## config.mk

```make
export PLATFORM = sky130hd
export DESIGN_NAME = serial_subtractor
export DESIGN_NICKNAME = d
export VERILOG_FILES = /design/src/rtl/serial_subtractor_pkg.sv /design/src/rtl/serial_subtractor_fs.sv /design/src/rtl/serial_subtractor.sv
export SDC_FILE = /design/constraint.sdc
export NUM_CORES = 1
export LEC_CHECK = 0
export ABC_CLOCK_PERIOD_IN_PS = 1500
export BUFFER_PORTS_ARGS = -buffer_cell sky130_fd_sc_hd__buf_2
export CAP_MARGIN = 20
export CORE_MARGIN = 3
export CORE_UTILIZATION = 49
export CTS_CLUSTER_DIAMETER = 150
export DETAILED_ROUTE_END_ITERATION = 6
export GPL_TIMING_DRIVEN = 0
export HOLD_SLACK_MARGIN = 0.05
export PLACE_DENSITY = 0.74
export SLEW_MARGIN = 25
export SYNTH_ARGS = -nofsm -noshare
export SYNTH_HDL_FRONTEND = slang
export SYNTH_SLANG_ARGS = --single-unit
```

## constraint.sdc

```tcl
create_clock -name clk -period 1.5 [get_ports clk]
set_input_delay 0.15 -clock clk [delete_from_list [all_inputs] [get_ports clk]]
set_output_delay 0.15 -clock clk [all_outputs]
set_load 0.1 [all_outputs]
```

## src/rtl/serial_subtractor_pkg.sv

```systemverilog
// Shared definitions for the bit-serial subtractor datapath.
//   state_t      : FSM state encodings (IDLE / RUN / DONE)
//   DEF_WIDTH    : default operand width
//   sub_overflow : two's-complement overflow of a - b, from the operand and
//                  result sign bits
package serial_subtractor_pkg;

  typedef enum logic [1:0] {
    ST_IDLE = 2'd0,
    ST_RUN  = 2'd1,
    ST_DONE = 2'd2
  } state_t;

  localparam int DEF_WIDTH = 8;

  // Subtraction overflows only when the operand signs differ and the result
  // sign differs from the minuend sign.
  function automatic logic sub_overflow(input logic a_msb,
                                        input logic b_msb,
                                        input logic r_msb);
    return (a_msb ^ b_msb) & (r_msb ^ a_msb);
  endfunction

endpackage

```

## src/rtl/serial_subtractor_fs.sv

```systemverilog
// Single-bit full subtractor cell, gate level.
//   A, B : minuend / subtrahend bits
//   Bin  : incoming borrow
//   D    : difference bit  A ^ B ^ Bin
//   Bout : outgoing borrow (~A & B) | (~(A ^ B) & Bin)
module full_subtractor (
  output logic Bout,
  output logic D,
  input  logic A,
  input  logic B,
  input  logic Bin
);

  logic t_xor;
  logic a_n;
  logic t_xn;
  logic g_br;
  logic p_br;

  xor u_x0 (t_xor, A, B);
  xor u_x1 (D, t_xor, Bin);
  not u_n0 (a_n, A);
  and u_a0 (g_br, a_n, B);
  not u_n1 (t_xn, t_xor);
  and u_a1 (p_br, t_xn, Bin);
  or  u_o0 (Bout, g_br, p_br);

endmodule

```

## src/rtl/serial_subtractor.sv

```systemverilog
// Bit-serial WIDTH-bit subtractor: computes a - b LSB first, one bit per clock,
// through one full-subtractor cell and a registered borrow.
//   clk        : rising-edge clock
//   rst_n      : asynchronous active-low reset
//   start      : request, sampled only while idle
//   a, b       : minuend / subtrahend, captured on an accepted start
//   busy       : high while the bits are being processed
//   done       : one-cycle pulse, results valid
//   diff       : a - b mod 2^WIDTH
//   borrow_out : unsigned a < b
//   overflow   : signed overflow of a - b
// Results hold from one done pulse to the next.
module serial_subtractor
  import serial_subtractor_pkg::*;
#(
  parameter int WIDTH = DEF_WIDTH
) (
  input  logic             clk,
  input  logic             rst_n,
  input  logic             start,
  input  logic [WIDTH-1:0] a,
  input  logic [WIDTH-1:0] b,
  output logic             busy,
  output logic             done,
  output logic [WIDTH-1:0] diff,
  output logic             borrow_out,
  output logic             overflow
);

  localparam int CNT_W = $clog2(WIDTH);
  localparam logic [CNT_W-1:0] CNT_LAST = CNT_W'(WIDTH - 1);

  state_t           state;
  logic [WIDTH-1:0] a_sh;
  logic [WIDTH-1:0] b_sh;
  logic [WIDTH-1:0] res;
  logic [CNT_W-1:0] cnt;
  logic             br;
  logic             a_msb;
  logic             b_msb;

  logic             d_bit;
  logic             br_nxt;
  logic [WIDTH-1:0] res_nxt;

  full_subtractor u_fs (
    .Bout (br_nxt),
    .D    (d_bit),
    .A    (a_sh[0]),
    .B    (b_sh[0]),
    .Bin  (br)
  );

  // The final RUN cycle loads the outputs from the not-yet-registered result so
  // diff already contains the MSB difference bit when done rises.
  assign res_nxt = {d_bit, res[WIDTH-1:1]};

  always_ff @(posedge clk or negedge rst_n) begin
    if (!rst_n) begin
      state      <= ST_IDLE;
      a_sh       <= '0;
      b_sh       <= '0;
      res        <= '0;
      cnt        <= '0;
      br         <= 1'b0;
      a_msb      <= 1'b0;
      b_msb      <= 1'b0;
      busy       <= 1'b0;
      done       <= 1'b0;
      diff       <= '0;
      borrow_out <= 1'b0;
      overflow   <= 1'b0;
    end else begin
      done <= 1'b0;
      case (state)
        ST_IDLE: begin
          if (start) begin
            a_sh  <= a;
            b_sh  <= b;
            br    <= 1'b0;
            cnt   <= '0;
            a_msb <= a[WIDTH-1];
            b_msb <= b[WIDTH-1];
            busy  <= 1'b1;
            state <= ST_RUN;
          end
        end
        ST_RUN: begin
          a_sh <= a_sh >> 1;
          b_sh <= b_sh >> 1;
          res  <= res_nxt;
          br   <= br_nxt;
          if (cnt == CNT_LAST) begin
            // Counter holds on the last bit so it never wraps.
            state      <= ST_DONE;
            busy       <= 1'b0;
            done       <= 1'b1;
            diff       <= res_nxt;
            borrow_out <= br_nxt;
            overflow   <= sub_overflow(a_msb, b_msb, res_nxt[WIDTH-1]);
          end else begin
            cnt <= cnt + CNT_W'(1);
          end
        end
        ST_DONE: begin
          state <= ST_IDLE;
        end
        default: begin
          state <= ST_IDLE;
        end
      endcase
    end
  end

endmodule

```

==> results.md <==
* Outcome: finished clean
* R2R Path End: diff[0]$_DFFE_PN0P_
* Total global routing overflow at 0
* Worst hold stages at 2
* First-pass GRT wire length at between 5000 and 6000 um
* Layout cell share with drive strength beyond 1 at 38.00%
* ANT nets after route at 0
* Num rows at 21
* Sequential area share after synthesis at between 50% and 60%
* Area of the mapped netlist at 1839 um^2
* Die area at about 4500 um^2
* Avg WL per Cell at 13.80 um
* Setup crit start kind: register
* Routed length on met3 at 143 um
* Hold endpoint: a_sh[7]$_DFFE_PN0P_
* Starting Density at 53.03%
* HP Class: input port to register
* Post-route setup slack at approximately 5.0 ps
* Layout Utilization at 65.04%
* Vias in the first global route at around 1.2k
* Synth area leader: dfrtp_1
* N_diodes at 0
* R2R cell count at 5
* Post-Route Skew at about 4.4 ps
* Largest net degree at the start of global routing at 44
* Met2 routed WL at approximately 1700 um
* Hold path start: a[7]
* Minimum clock period at ~1500 ps
* Count of synthesis-stage warnings from yosys at 0
* CTS Root Cell: clkbuf_8
* Area Overhead vs Synth at 22.65%
* Die Ht at 67.27 um
* IO Pins at 31
* Die Wd at 67.27 um
* GRT Util Overall at between 10% and 20%
* DRC Markers at 0
* CTS Buffer Depth at 2
* RSZ-0062 raised after global routing: true
* Post-synth net total at between 150 and 200
* Nets@finish at 221
* Worst-skew pair later-pin latency at between 200 and 300 ps
* Routed vias at around 1.2k
* Endpoints failing setup at 0
* Netlist cell types at 23
* Worst reg2reg path startpoint: cnt[1]$_DFFE_PN0P_
* Worst Setup SP: cnt[1]$_DFFE_PN0P_
* Metal-1 WL at 1465 um
* 1st-pass router iterations at 4
* Worst Tran Pin Value at between 500 and 600 ps
* Slew Viols, Final at 0
* H-Tree Depth at 2
* DR top layer: met4
* Setup Crit Path Kind: register to register
* Mapped Cells at roughly 150
* Worst endpoint required time at about 1700 ps
* Dpl ws at -134.5 ps
* Synth top area share at 58.50%
* R2R setup slack at 5 ps
* Vias per Instance at ~5.0
* Worst Path Arrival at 1680 ps
* Max cap viols at 0
* Routed WL at roughly 3400 um
* Iteration-0 DRC count of the detailed router at 35
* IO Port Bufs at 30
* Fmax at approximately 0.67 GHz
* Top fanout value on the critical path at 3
* Number of buffers created by CTS at 5
* Most common cell after layout, fill and taps aside: dfrtp_1
* Final cycle utilization of the critical path at roughly 100%
* Placer Congestion at roughly 0.74
* Avg Cell Area, Syn at 12.10 um^2
* Antenna violations before repair at 0
* Post-synthesis sequential element count at 43
* Total core area at 3468 um^2
* Worst rel slew slack at between 60% and 70%
* Hold Violations, Final at 0
* TritonCTS clock tree: yes
* CTS clk-pin slew, worst paths at roughly 80 ps
* CP Capture Type: register
* Final HPWL DP at about 2400 um
* Dominant cells by area after synthesis: dfrtp_1 59%, mux2_2 10%, mux2i_1 8.7%, o21ai_0 5.7%, nand2_1 4.1%
* Commonest non-fill, non-tap cells in the layout: 41 x dfrtp_1, 30 x buf_2, 20 x nand2_1, 20 x o21ai_0, 17 x mux2_2
* Clock Sink Count at 43
==> sequential cells by signal, summed over array words and instances, names as in the netlist, 2 cells and up <==
register	flops
a_sh	8
b_sh	8
diff	8
res	7
cnt	3
state	2
==> synth_stat cells <==
| cell | n |
|---|---|
| a21oi_1 | 3 |
| a22o_1 | 1 |
| buf_2 | 2 |
| buf_6 | 1 |
| buf_8 | 1 |
| clkbuf_1 | 3 |
| dfrtp_1 | 43 |
| fa_1 | 1 |
| ha_1 | 2 |
| inv_1 | 8 |
| mux2_2 | 17 |
| mux2i_1 | 16 |
| nand2_1 | 20 |
| nand2b_1 | 2 |
| nand3_1 | 1 |
| nand3b_1 | 1 |
| nor2_1 | 1 |
| nor2b_1 | 4 |
| nor2b_2 | 1 |
| nor3b_1 | 1 |
| o21ai_0 | 21 |
| o21bai_1 | 1 |
| or2b_1 | 1 |
==> cell type report <==
cell class	count	area, um^2
buffer	7	53.80
fill	294	1212
inverter	8	30.03
clock buffer	5	68.82
sequential	43	1079
tap	46	57.56
multi-input combinational	94	716.9
clock inverter	3	20.02
timing repair buffer	40	230.2
==> stage by stage <==
| step | TNS (ps) | cell area, um^2 | std cells | hold WS, ps |
|---|---|---|---|---|
| after global routing | -239.8 | 2256 | 246 | 110.3 |
| after floorplan | 0 | 1851 | 152 | -145.6 |
| after detailed placement | -582.0 | 2058 | 228 | 342.5 |
| after CTS | 0 | 2208 | 242 | 105.2 |
| after global placement | -350.2 | 2058 | 228 | 319.5 |
| final | 0 | 2256 | 246 | 119.6 |
==> worst max-delay path, cell delays in order (launching register included) <==
cell      delay (ps)
dfrtp_1          400
ha_2             190
ha_4             160
nand3b_1         140
buf_4            150
mux2_2           330
==> logic make-up after synthesis <==
kind of cell | count (synthesis) | share of synthesized area [%]
flops | 43 | 58.50
mux | 33 | 19.12
simple gates | 32 | 8.299
compound gates | 26 | 7.415
buf+inv | 15 | 4.217
fa+ha+maj | 3 | 2.449
==> metal layers <==
layer	up-vias	global-route usage [%]
li1	607	-
met1	602	20.68
met2	24	28.10
met5	-	0
met4	0	7.595
met3	7	3.993
==> what timing repair did <==
action | in CTS | in global routing
gates cloned | 0 | 0
endpoints found under the hold margin | 43 | 0
pin swaps | 0 | 1
endpoints found under the setup margin | 6 | 18
resized for setup | 2 | 6
buffers inserted | 5 | 4
hold buffers | 1 | 0
==> worst max path at each step <==
stage / end / cells past startpoint / slack [ps]
global route: diff[3]$_DFFE_PN0P_ / 5 / -40
global placement: diff[4]$_DFFE_PN0P_ / 5 / -90
detailed placement: diff[3]$_DFFE_PN0P_ / 5 / -130
finish: diff[0]$_DFFE_PN0P_ / 5 / 5
floorplan: diff[2]$_DFFE_PN0P_ / 5 / 20
CTS: diff[3]$_DFFE_PN0P_ / 5 / 0.8
Power is left out: the tool's default activity adds up to more than one toggle a clock period on the data nets, which glitch-free logic cannot reach.
